### config.mk
export PLATFORM = sky130hd
export DESIGN_NAME = pipe_stage_reg_flat
export DESIGN_NICKNAME = d
export VERILOG_FILES = /design/src/rtl/pipe_stage_reg_if.sv /design/src/rtl/pipe_stage_reg.sv /design/src/flat_wrapper.sv
export SDC_FILE = /design/constraint.sdc
export NUM_CORES = 1
export LEC_CHECK = 0
export BUFFER_PORTS_ARGS = -buffer_cell sky130_fd_sc_hd__buf_2
export CAP_MARGIN = 10
export CORE_ASPECT_RATIO = 1.4
export CORE_MARGIN = 2
export CORE_UTILIZATION = 46
export DETAILED_ROUTE_END_ITERATION = 10
export MAX_ROUTING_LAYER = met4
export PLACE_DENSITY_LB_ADDON = 0.15
export SETUP_SLACK_MARGIN = 0.15
export SLEW_MARGIN = 40
export SYNTH_ARGS = -nofsm -noshare
export SYNTH_HDL_FRONTEND = slang
export SYNTH_SLANG_ARGS = --single-unit
### constraint.sdc
create_clock -name clk -period 6.3 [get_ports clk]
set_clock_uncertainty 0.15 [all_clocks]
set_input_delay 1.26 -clock clk [delete_from_list [all_inputs] [get_ports clk]]
set_output_delay 1.26 -clock clk [all_outputs]
set_load 0.01 [all_outputs]
### src/rtl/pipe_stage_reg_if.sv
// ============================================================================
// Module      : pipe_stage_reg_if
// Description : Upstream/downstream bundle for one Y86 inter-stage register.
//               Perf counter signals exist only with PIPE_STAGE_PERF_EN.
// Revision    : 1.0  initial release
// ============================================================================
`default_nettype none

interface pipe_stage_reg_if #(
    parameter int STAT_W  = 3,
    parameter int ICODE_W = 4,
    parameter int VAL_W   = 64,
    parameter int NVAL    = 2,
    parameter int REG_W   = 4,
    parameter int NDST    = 2
);
    logic                    stall;
    logic                    bubble;
    logic                    in_valid;
    logic [STAT_W-1:0]       in_stat;
    logic [ICODE_W-1:0]      in_icode;
    logic [NVAL*VAL_W-1:0]   in_val;
    logic [NDST*REG_W-1:0]   in_dst;
    logic                    out_valid;
    logic [STAT_W-1:0]       out_stat;
    logic [ICODE_W-1:0]      out_icode;
    logic [NVAL*VAL_W-1:0]   out_val;
    logic [NDST*REG_W-1:0]   out_dst;
    logic                    stall_long;
    logic                    ctl_err;
`ifdef PIPE_STAGE_PERF_EN
    logic [31:0]             perf_stall_cnt;
    logic [31:0]             perf_bubble_cnt;
`endif

    modport master (
        output stall, bubble, in_valid, in_stat, in_icode, in_val, in_dst,
`ifdef PIPE_STAGE_PERF_EN
        input  perf_stall_cnt, perf_bubble_cnt,
`endif
        input  out_valid, out_stat, out_icode, out_val, out_dst, stall_long, ctl_err
    );

    modport slave (
        input  stall, bubble, in_valid, in_stat, in_icode, in_val, in_dst,
`ifdef PIPE_STAGE_PERF_EN
        output perf_stall_cnt, perf_bubble_cnt,
`endif
        output out_valid, out_stat, out_icode, out_val, out_dst, stall_long, ctl_err
    );
endinterface

`default_nettype wire

### src/rtl/pipe_stage_reg.sv
// ============================================================================
// Module      : pipe_stage_reg
// Description : Generic Y86 pipeline register with stall/bubble, stall
//               watchdog and sticky control-error flag. Optional perf
//               counters are enabled by defining PIPE_STAGE_PERF_EN.
// Revision    : 1.0  initial release
// ============================================================================
`default_nettype none

module pipe_stage_reg #(
    parameter int                  STAT_W      = 3,
    parameter int                  ICODE_W     = 4,
    parameter int                  VAL_W       = 64,
    parameter int                  NVAL        = 2,
    parameter int                  REG_W       = 4,
    parameter int                  NDST        = 2,
    parameter logic [STAT_W-1:0]   BUB_STAT    = 3'd1,
    parameter logic [ICODE_W-1:0]  BUB_ICODE   = 4'h1,
    parameter logic [REG_W-1:0]    RNONE       = 4'hF,
    parameter int                  STALL_LIMIT = 16
) (
    input  wire logic          clk,
    input  wire logic          rst,
    pipe_stage_reg_if.slave    bus
);

    localparam logic [NDST*REG_W-1:0] C_BUB_DST   = {NDST{RNONE}};
    localparam logic [15:0]           C_LIMIT     = 16'(STALL_LIMIT);
    localparam logic [15:0]           C_CNT_MAX   = 16'hFFFF;

    logic                    valid_q,      valid_d;
    logic [STAT_W-1:0]       stat_q,       stat_d;
    logic [ICODE_W-1:0]      icode_q,      icode_d;
    logic [NVAL*VAL_W-1:0]   val_q,        val_d;
    logic [NDST*REG_W-1:0]   dst_q,        dst_d;
    logic [15:0]             stall_cnt_q,  stall_cnt_d;
    logic                    stall_long_q, stall_long_d;
    logic                    ctl_err_q,    ctl_err_d;

    // Stall has priority over bubble; the pair together is a control fault.
    always_comb begin
        valid_d      = valid_q;
        stat_d       = stat_q;
        icode_d      = icode_q;
        val_d        = val_q;
        dst_d        = dst_q;
        ctl_err_d    = ctl_err_q | (bus.stall & bus.bubble);
        stall_cnt_d  = 16'd0;
        if (bus.stall) begin
            stall_cnt_d = (stall_cnt_q == C_CNT_MAX) ? C_CNT_MAX : stall_cnt_q + 16'd1;
        end else if (bus.bubble) begin
            valid_d = 1'b0;
            stat_d  = BUB_STAT;
            icode_d = BUB_ICODE;
            val_d   = '0;
            dst_d   = C_BUB_DST;
        end else begin
            valid_d = bus.in_valid;
            stat_d  = bus.in_stat;
            icode_d = bus.in_icode;
            val_d   = bus.in_val;
            dst_d   = bus.in_dst;
        end
        stall_long_d = (stall_cnt_d >= C_LIMIT);
    end

    always_ff @(posedge clk or posedge rst) begin
        if (rst) begin
            valid_q      <= 1'b0;
            stat_q       <= BUB_STAT;
            icode_q      <= BUB_ICODE;
            val_q        <= '0;
            dst_q        <= C_BUB_DST;
            stall_cnt_q  <= 16'd0;
            stall_long_q <= 1'b0;
            ctl_err_q    <= 1'b0;
        end else begin
            valid_q      <= valid_d;
            stat_q       <= stat_d;
            icode_q      <= icode_d;
            val_q        <= val_d;
            dst_q        <= dst_d;
            stall_cnt_q  <= stall_cnt_d;
            stall_long_q <= stall_long_d;
            ctl_err_q    <= ctl_err_d;
        end
    end

    assign bus.out_valid  = valid_q;
    assign bus.out_stat   = stat_q;
    assign bus.out_icode  = icode_q;
    assign bus.out_val    = val_q;
    assign bus.out_dst    = dst_q;
    assign bus.stall_long = stall_long_q;
    assign bus.ctl_err    = ctl_err_q;

`ifdef PIPE_STAGE_PERF_EN
    localparam logic [31:0] C_PERF_MAX = 32'hFFFF_FFFF;

    logic [31:0] perf_stall_q,  perf_stall_d;
    logic [31:0] perf_bubble_q, perf_bubble_d;

    // A stall+bubble edge is attributed to the stall counter only.
    always_comb begin
        perf_stall_d  = perf_stall_q;
        perf_bubble_d = perf_bubble_q;
        if (bus.stall) begin
            if (perf_stall_q != C_PERF_MAX) perf_stall_d = perf_stall_q + 32'd1;
        end else if (bus.bubble) begin
            if (perf_bubble_q != C_PERF_MAX) perf_bubble_d = perf_bubble_q + 32'd1;
        end
    end

    always_ff @(posedge clk or posedge rst) begin
        if (rst) begin
            perf_stall_q  <= 32'd0;
            perf_bubble_q <= 32'd0;
        end else begin
            perf_stall_q  <= perf_stall_d;
            perf_bubble_q <= perf_bubble_d;
        end
    end

    assign bus.perf_stall_cnt  = perf_stall_q;
    assign bus.perf_bubble_cnt = perf_bubble_q;
`endif

endmodule

`default_nettype wire

### src/flat_wrapper.sv
// flat-port wrapper written by rule: the top's interface ports become plain ports
module pipe_stage_reg_flat 
#(
    parameter int                  STAT_W      = 3,
    parameter int                  ICODE_W     = 4,
    parameter int                  VAL_W       = 64,
    parameter int                  NVAL        = 2,
    parameter int                  REG_W       = 4,
    parameter int                  NDST        = 2,
    parameter logic [STAT_W-1:0]   BUB_STAT    = 3'd1,
    parameter logic [ICODE_W-1:0]  BUB_ICODE   = 4'h1,
    parameter logic [REG_W-1:0]    RNONE       = 4'hF,
    parameter int                  STALL_LIMIT = 16
)
  (clk, rst, bus_stall, bus_bubble, bus_in_valid, bus_in_stat, bus_in_icode, bus_in_val, bus_in_dst, bus_out_valid, bus_out_stat, bus_out_icode, bus_out_val, bus_out_dst, bus_stall_long, bus_ctl_err);
  pipe_stage_reg_if #(.STAT_W(STAT_W), .ICODE_W(ICODE_W), .VAL_W(VAL_W), .NVAL(NVAL), .REG_W(REG_W), .NDST(NDST)) bus_i ();
  input  wire logic clk;
  input  wire logic rst;
  input wire logic [$bits(bus_i.stall)-1:0] bus_stall;
  input wire logic [$bits(bus_i.bubble)-1:0] bus_bubble;
  input wire logic [$bits(bus_i.in_valid)-1:0] bus_in_valid;
  input wire logic [$bits(bus_i.in_stat)-1:0] bus_in_stat;
  input wire logic [$bits(bus_i.in_icode)-1:0] bus_in_icode;
  input wire logic [$bits(bus_i.in_val)-1:0] bus_in_val;
  input wire logic [$bits(bus_i.in_dst)-1:0] bus_in_dst;
  output wire logic [$bits(bus_i.out_valid)-1:0] bus_out_valid;
  output wire logic [$bits(bus_i.out_stat)-1:0] bus_out_stat;
  output wire logic [$bits(bus_i.out_icode)-1:0] bus_out_icode;
  output wire logic [$bits(bus_i.out_val)-1:0] bus_out_val;
  output wire logic [$bits(bus_i.out_dst)-1:0] bus_out_dst;
  output wire logic [$bits(bus_i.stall_long)-1:0] bus_stall_long;
  output wire logic [$bits(bus_i.ctl_err)-1:0] bus_ctl_err;
  assign bus_i.stall = bus_stall;
  assign bus_i.bubble = bus_bubble;
  assign bus_i.in_valid = bus_in_valid;
  assign bus_i.in_stat = bus_in_stat;
  assign bus_i.in_icode = bus_in_icode;
  assign bus_i.in_val = bus_in_val;
  assign bus_i.in_dst = bus_in_dst;
  assign bus_out_valid = bus_i.out_valid;
  assign bus_out_stat = bus_i.out_stat;
  assign bus_out_icode = bus_i.out_icode;
  assign bus_out_val = bus_i.out_val;
  assign bus_out_dst = bus_i.out_dst;
  assign bus_stall_long = bus_i.stall_long;
  assign bus_ctl_err = bus_i.ctl_err;
  pipe_stage_reg #(.STAT_W(STAT_W), .ICODE_W(ICODE_W), .VAL_W(VAL_W), .NVAL(NVAL), .REG_W(REG_W), .NDST(NDST), .BUB_STAT(BUB_STAT), .BUB_ICODE(BUB_ICODE), .RNONE(RNONE), .STALL_LIMIT(STALL_LIMIT)) u_core (.clk(clk), .rst(rst), .bus(bus_i));
endmodule
==> results of run 1 <==
## per-stage QoR
stage               setup WS (ns)  area (um^2)  hold slack [ns]
floorplan                   0.530         6070            0.333
global placement             2.54         7630            0.288
detailed placement           2.79         7650            0.310
CTS                          3.24         8260            0.324
global route                 3.03         8260            0.351
finish                       3.23         8260            0.315
## critical path: stages
cell and delay (ns):
buf_4 0.50, buf_6 0.60, inv_1 0.43, nor3_4 0.28
or4_1 0.14
## power breakdown
group | switching, mW | internal [mW]
registers | 0.0421 | 1.12
logic | 0.156 | 0.139
clock network | 0.432 | 0.640
total | 0.631 | 1.90
## path summary, 6_finish.rpt
kind,from,end,slack [ns],cells past startpoint
min,u_core.bus.ctl_err$_DFF_PP0_,u_core.bus.ctl_err$_DFF_PP0_,0.32,1
min in group asynchronous,rst,u_core.bus.out_stat[1]$_DFFE_PP0N_,0.74,2
min reg2reg,u_core.bus.ctl_err$_DFF_PP0_,u_core.bus.ctl_err$_DFF_PP0_,0.32,1
max in group asynchronous,rst,u_core.bus.out_val[38]$_DFFE_PP0N_,4.18,3
max reg2reg,u_core.stall_cnt_q[0]$_DFF_PP0_,u_core.bus.stall_long$_DFF_PP0_,3.88,6
max,bus_stall,u_core.bus.stall_long$_DFF_PP0_,3.23,5
## metal layers
| layer | GRT usage | part of all wire | up-vias |
|---|---|---|---|
| li1 | - | - | 2233 |
| met1 | 0.285 | 0.39 | 2432 |
| met2 | 0.379 | 0.51 | 209 |
| met3 | 0.0629 | 0.059 | 46 |
| met4 | 0.120 | 0.043 | 0 |
| met5 | - | 0 | - |
## area by class of cell
class | count | share of cell area
Clock buffer | 18 | 0.0531
Clock inverter | 14 | 0.0214
Inverter | 4 | 0.00242
Multi-Input combinational cell | 241 | 0.223
Sequential cell | 162 | 0.492
Tap cell | 153 | 0.0232
Timing Repair Buffer | 298 | 0.185
## kinds of logic (layout without fill, tap and decap cells)
| family | after synthesis | count (layout) | share of synthesized area |
|---|---|---|---|
| simple gates | 63 | 63 | 0.0581 |
| compound gates | 168 | 168 | 0.228 |
| fa+ha+maj | 1 | 1 | 0.00206 |
| flops | 162 | 162 | 0.670 |
| mux | 3 | 3 | 0.00495 |
| buf+inv | 40 | 334 | 0.0284 |
| xor+xnor | 6 | 6 | 0.00866 |
## layout by cell type (no fill, tap or decap), types with 7 or more instances in the layout
cell / instances
clkbuf_16: 17
nand2_1: 13
dfrtp_1: 152
dfstp_2: 10
buf_2: 292
a21oi_1: 7
nor2_1: 17
a22o_1: 134
o21ai_0: 13
## flip-flops by register name, indices dropped and copies added (netlist names)
name                   flops
u_core.bus.out_stat        3
u_core.bus.out_valid       1
u_core.bus.out_val       128
u_core.bus.stall_long      1
u_core.stall_cnt_q        16
u_core.bus.out_icode       4
u_core.bus.out_dst         8
u_core.bus.ctl_err         1
==> flow_summary.toml, run 1 <==
[cells_and_area]
multi_input_area_um2 = 1840
fillers = 1031
diodes = 0
regArea_um2 = 4070
num-nets-final = 873
area_growth_pct = 36.1
post-route-util = 0.642
final_layout_size_suffix_gt1_frac = 0.476
fin_cells = 890

[logic_synthesis]
synth_cells = 443
synth_cell_types = 40
synth_edf_count = 0
yosys.area.top_type = "dfrtp_1"
synthArstFlopShare = 1.00
avgSynthCellArea_um2 = 13.7
yosysMostFrequentCell = "dfrtp_1"
yosys-top-cells-count = "152 x dfrtp_1, 134 x a22o_1, 29 x clkbuf_1"
ys_seq_area_frac = 0.670
synth_top_area_frac = 0.627
synthFlopType = "dfrtp_1"
synth.ff_latch_count = 162
synthesis.nets = 592
syn-cell-area_um2 = 6070
ys_warn_count = 0
synthTopCellsByArea = "dfrtp_1 63%, a22o_1 19%, dfstp_2 4.3%, clkbuf_1 1.8%, nor2_1 1.1%"

[global_route]
grt_max_degree = 102
antenna_found_initial = 0
grt.total_usage = 0.241
grt_overflow = 0
grt_pass1_wl_mm = 25.7
grt_pass1_vias = 5085

[route]
first_pass_iters = 4
wirelength_mm = 16.4
vias_per_cell = 5.53
final_antenna_net_count = 0
routedWlPerCell_um = 18.4
drtIter0Drc = 174
via_count = 4920
drc = 0

[cts]
cts_buffers = 17
root_buffer = "clkbuf_16"
worst_skew_pair.late_latency_ns = 0.41
ctsHoldBuffers = 0
cts-resized-gates = 0
clkTransAtPathRegs_ns = 0.06
post_cts_buffers = 0
htreeDepth = 4
cts.path.max_buffers = 2
cts_sinks = 162
cts_tree = "done"

[die]
core_area_um2 = 12900
io_pins = 294
dieHeight_um = 140
start_util = 0.472
die_area_um2 = 14100
fp-row-count = 49
die_w_um = 101

[placed_design]
dp.cells = 858
dp_hpwl_mm = 11.4
port_buffers = 293
gp_congestion = 0.845

[timing]
tightest_slew_ns = 0.747
slew_viol_final = 0
max_slew_margin = 0.502
tns_ns = 0
min_period_ns = 3.07
min_period_over_period = 0.487
rsz0062_at_grt = "false"
fmax_ghz = 0.326
hold_viol = 0
finalSetupViolations = 0

[setup_path]
cp.arrival_ns = 3.27
critical_path_required_ns = 6.50
path_max_fanout = 101
path_class = "in -> reg"
crit_path_end_kind = "flop"
cp-start-kind = "primary input"

[power_and_ir_drop]
p_leak_nw = 4.46
ir_worst_vdd_mv = 0.153
powerDensity_nw_per_um2 = 306
fin_total_pwr_mw = 2.53

[outcome]
status = "completed"

[run]
max_cap_viol_count = 0

[worst_hold_path]
hp-class = "reg -> reg"
Note: power is estimated with default switching activity, not from simulation.
==> run 2: changes to the inputs <==
- CORE_UTILIZATION: 46 -> 42
- clock period: 6.3 -> 2.58 ns (I/O delays scaled with it)
==> run 2 against run 1 <==
  * Register-to-register slack worse by 3.6 ns
  * First-iteration DRC count is 40% higher
  * Combinational power is 150% higher
  * Worst setup slack worse by 2.9 ns
  * Final cell count is 5.3% higher
  * Critical path depth is 2 higher
  * Global-route usage is 1.5 points lower
  * Flip-flop and latch count stayed put
  * Clock power is 130% higher
  * Count of clock-buffer cells in the layout is 3 higher
  * Non-clock buffer count is 10 higher
  * Via count is 0.30% higher
==> flow_summary.toml, run 2 (synthesis gave the netlist of run 1 again) <==
[outcome]
status = "completed"

[die]
die_area_um2 = 15400
start_util = 0.424
die_w_um = 106
core_area_um2 = 14300
io_pins = 294
dieHeight_um = 146
fp-row-count = 52

[setup_path]
path_class = "reg -> reg"
crit_chain = "ha_1 -> nand3_1 -> buf_4 -> o21a_1 -> a211oi_2 -> a41oi_1 -> or4_1"
r2r_cells = 7
cp-start-kind = "flop"
crit_slowest_cell = "or4_1"
regToRegStartpoint = "u_core.stall_cnt_q[0]$_DFF_PP0_"
cp.arrival_ns = 2.40
timing.rr.end = "u_core.bus.stall_long$_DFF_PP0_"
rrSetupSlack_ns = 0.32
critical_path_required_ns = 2.72
cp-endpoint = "u_core.bus.stall_long$_DFF_PP0_"
crit_start = "u_core.stall_cnt_q[0]$_DFF_PP0_"
slowest_delay_ns = 0.51
path_max_fanout = 5
crit_path_end_kind = "flop"

[timing]
min_period_over_period = 0.876
finalSetupViolations = 0
min_period_ns = 2.26
fmax_ghz = 0.442
tns_ns = 0
max_slew_margin = 0.553
slew_viol_final = 0
rsz0062_at_grt = "false"
fin_ws_ns = 0.319
tightest_slew_ns = 0.671
hold_viol = 0

[cells_and_area]
area_growth_pct = 38.1
final_common_cell = "buf_2"
final_layout_size_suffix_gt1_frac = 0.482
num-nets-final = 883
final_cell_mix = "292 x buf_2, 152 x dfrtp_1, 134 x a22o_1"
fillers = 1263
fin_cells = 937
largest_register_ffs = 128

[cts]
post_cts_buffers = 0
clkTransAtPathRegs_ns = 0.06
htreeDepth = 4
cts.path.max_buffers = 2
cts_buffers = 17
cts_sinks = 162
root_buffer = "clkbuf_16"
worst_skew_pair.late_latency_ns = 0.42
ctsHoldBuffers = 0
cts_tree = "done"

[power_and_ir_drop]
seqPwrFrac = 0.473
p_leak_nw = 4.50
pwr-share-clk = 0.404
power_frac_comb = 0.123
power_switching_mw = 1.47
p_sw_frac = 0.245
ir_worst_vdd_mv = 0.391
powerDensity_nw_per_um2 = 715
power.internal_mw = 4.53

[global_route]
grt.total_usage = 0.226
grt_pass1_wl_mm = 26.5
antenna_found_initial = 1
grt_max_degree = 91
grt_pass1_vias = 5224
grt_overflow = 0

[placed_design]
dp_slack_ns = 0.265
port_buffers = 293
gp_congestion = 0.915
dp.cells = 904
dp_hpwl_mm = 11.6

[worst_hold_path]
hp-class = "in -> async"

[route]
first_pass_iters = 4
final_antenna_net_count = 0
via_count = 4935
drc = 0
vias_per_cell = 5.27
wirelength_mm = 16.3
routedWlPerCell_um = 17.4
drtIter0Drc = 243

[run]
max_cap_viol_count = 0
==> run 2: cell count changes in the layout (fill, tap and decap cells not counted), moves of 3 or more <==
cell,delta
clkinv_2,+5
buf_12,+4
buf_4,+7
inv_6,-5
clkbuf_1,+3
==> run 2: critical path, delay by kind of cell, from the launching register on <==
family	cells	cell delay, ns
compound gates	3	0.53
fa+ha+maj	1	0.22
buf+inv	1	0.18
flops	1	0.40
simple gates	2	0.65
==> run 2: per-layer routing <==
metal / global-route usage / wire [um] / vias up
met5: - / 0 / -
met3: 0.0563 / 887 / 38
li1: - / - / 2268
met4: 0.103 / 530 / 0
met1: 0.260 / 6460 / 2424
met2: 0.371 / 8470 / 205
==> run 2: worst min path at each step <==
stage                                     from                            endpoint  slack (ns)  cells past startpoint
2_1_floorplan  u_core.stall_cnt_q[0]$_DFF_PP0_     u_core.stall_cnt_q[0]$_DFF_PP0_        0.33                      1
3_3_place_gp      u_core.bus.ctl_err$_DFF_PP0_        u_core.bus.ctl_err$_DFF_PP0_        0.29                      1
3_5_place_dp      u_core.bus.ctl_err$_DFF_PP0_        u_core.bus.ctl_err$_DFF_PP0_        0.30                      1
4_1_cts                                    rst  u_core.bus.out_val[35]$_DFFE_PP0N_        0.05                      2
5_1_grt                                    rst  u_core.bus.out_val[35]$_DFFE_PP0N_        0.07                      2
6_report                                   rst  u_core.bus.out_val[35]$_DFFE_PP0N_        0.04                      2
==> run 2: stage by stage <==
step | cell area, um^2 | utilization | hold slack, ns | power (mW)
floorplan | 6070 | - | 0.333 | 3.23
global placement | 7800 | 0.545 | 0.287 | 3.60
detailed placement | 7800 | 0.545 | 0.302 | 3.62
CTS | 8370 | 0.585 | 0.0526 | 6.06
global route | 8380 | 0.586 | 0.0725 | 6.26
finish | 8380 | 0.586 | 0.0373 | 5.99
==> run 2: layout make-up <==
cell class	count	area, um^2	area share
Tap cell	189	236	0.0282
Antenna cell	1	2.50	0.000298
Sequential cell	162	4070	0.485
Multi-Input combinational cell	241	1850	0.221
Clock inverter	11	113	0.0134
Inverter	4	18.8	0.00224
Timing Repair Buffer	308	1650	0.197
Clock buffer	21	450	0.0537
==> run 2: power groups by stage <==
stage	Sequential [mW]	Clock (mW)	Combinational, mW
4_1_cts	2.83	2.48	0.747
3_3_place_gp	2.87	0	0.732
3_5_place_dp	2.87	0	0.750
2_1_floorplan	2.96	0	0.269
6_report	2.84	2.42	0.735
5_1_grt	2.86	2.60	0.802
==> run 2: repair_timing <==
item | CTS | global route
gates resized for setup | 0 | 2
endpoints found under the hold margin | 0 | 0
endpoints found under the setup margin | 0 | 1
==> run 3: changes to the inputs <==
- CTS_CLUSTER_DIAMETER: unset -> 100
- PLACE_DENSITY: unset -> 0.75
- PLACE_DENSITY_LB_ADDON: 0.15 -> unset
- SKIP_LAST_GASP: unset -> 1
==> run 3 against run 2 <==
  * Count of clock-buffer cells in the layout down 1
  * Worst setup slack worse by 0.052 ns
  * Maximum frequency down 2.3%
  * Global-route usage down 0.80 points
  * Critical path type unchanged
  * Largest power group unchanged
==> flow_summary.toml, run 3 (synthesis gave the netlist of run 1 again) <==
[outcome]
status = "completed"

[die]
io_pins = 294
core_area_um2 = 14300
dieHeight_um = 146
die_area_um2 = 15400
die_w_um = 106
fp-row-count = 52
start_util = 0.424

[timing]
fin_ws_ns = 0.267
min_period_over_period = 0.897
finalSetupViolations = 0
slew_viol_final = 0
tightest_slew_ns = 0.622
fmax_ghz = 0.432
max_slew_margin = 0.581
min_period_ns = 2.31
hold_viol = 0
rsz0062_at_grt = "false"

[setup_path]
critical_path_required_ns = 2.71
crit_path_end_kind = "flop"
path_max_fanout = 5
cp-start-kind = "flop"
cp.arrival_ns = 2.44
path_class = "reg -> reg"

[cts]
cts_tree = "done"
cts.path.max_buffers = 2
htreeDepth = 4
root_buffer = "clkbuf_16"
cts_sinks = 162
cts_buffers = 17
clkTransAtPathRegs_ns = 0.07
worst_skew_pair.late_latency_ns = 0.41

[route]
first_pass_iters = 4
drt-met1-wl_mm = 6.30
route.met3.wl_um = 855
routedWlPerCell_um = 17.2
dr_wl_met2_mm = 8.34
wirelength_mm = 16.0
final_antenna_net_count = 0
vias_per_cell = 5.24
drtIter0Drc = 206
drc = 0
via_count = 4874
highest_layer = "met4"

[cells_and_area]
final_common_cell = "buf_2"
area_growth_pct = 37.3
largest_register_ffs = 128
fin_area_um2 = 8330
num-nets-final = 876
final_cell_mix = "292 x buf_2, 152 x dfrtp_1, 134 x a22o_1"
fillers = 1213
final_layout_size_suffix_gt1_frac = 0.482

[global_route]
grt_pass1_vias = 5214
grt_max_degree = 86
grt_overflow = 0
grt.total_usage = 0.218
antenna_found_initial = 1
grt_pass1_wl_mm = 26.0

[run]
max_cap_viol_count = 0

[placed_design]
dp_slack_ns = 0.181
place_area_um2 = 7720
dp_hpwl_mm = 11.4
gp_congestion = 0.885
port_buffers = 293

[power_and_ir_drop]
powerDensity_nw_per_um2 = 721
ir_worst_vdd_mv = 0.345
p_leak_nw = 4.46

[worst_hold_path]
hp-class = "in -> async"
## run 3: changes by cell type in the layout (fill, tap and decap cells not counted), moves of 2 or more
cell	previous run	this run
buf_12	5	3
buf_4	10	5
clkbuf_1	3	1
clkinv_2	7	1
clkinvlp_4	1	4
inv_6	0	5
## run 3: timing repair
action	in CTS	in global routing
cloned	0	0
endpoints found under the setup margin	1	1
hold buffers	0	0
gates resized for setup	1	4
pin swaps	0	1
buffers inserted	0	1
hold endpoints to repair	0	0
## run 3: power breakdown
group | switching, mW | internal [mW] | leakage [nW]
Combinational | 0.377 | 0.344 | 2.09
Clock | 1.05 | 1.40 | 0.276
Sequential | 0.106 | 2.73 | 2.09
## run 3: metal layers
layer  vias up  track usage
met5         -            -
met4         0        0.103
li1       2251            -
met1      2365        0.251
met3        45       0.0522
met2       213        0.357
## run 3: worst paths after layout
check | start | end | slack [ns] | cells past startpoint
max | u_core.stall_cnt_q[0]$_DFF_PP0_ | u_core.bus.stall_long$_DFF_PP0_ | 0.27 | 6
min | rst | u_core.bus.out_val[45]$_DFFE_PP0N_ | 0.1 | 3
min in group clk | bus_in_val[51] | u_core.bus.out_val[51]$_DFFE_PP0N_ | 0.16 | 2
max in group asynchronous | rst | u_core.bus.out_icode[2]$_DFFE_PP0N_ | 1.80 | 3
max reg2reg | u_core.stall_cnt_q[0]$_DFF_PP0_ | u_core.bus.stall_long$_DFF_PP0_ | 0.27 | 6
min reg2reg | u_core.bus.ctl_err$_DFF_PP0_ | u_core.bus.ctl_err$_DFF_PP0_ | 0.31 | 1
## run 3: cell type report
type / count / area [um^2] / area share
multi-input combinational: 241 / 1860 / 0.223
inverter: 4 / 18.8 / 0.00225
sequential: 162 / 4070 / 0.488
clock buffer: 20 / 457 / 0.0548
clock inverter: 12 / 121 / 0.0146
tap: 189 / 236 / 0.0284
antenna: 1 / 2.50 / 0.000300
timing repair buffer: 301 / 1570 / 0.188
## run 3: critical path, stage by stage (launching register included)
cell and delay, ns:
dfrtp_1 0.42, ha_1 0.26, and3_2 0.26, nand4_1 0.14, mux2i_2 0.26, a41oi_1 0.14
or4_1 0.54
## run 3: stage by stage
step	hold WS, ns	power (mW)	utilization	setup TNS [ns]	cells
floorplan	0.333	3.23	-	-20.47	443
global placement	0.287	3.58	0.539	0	896
detailed placement	0.302	3.61	0.539	0	896
CTS	0.118	6.08	0.580	0	928
global route	0.130	6.27	0.582	0	930
finish	0.0954	6.01	0.582	0	930
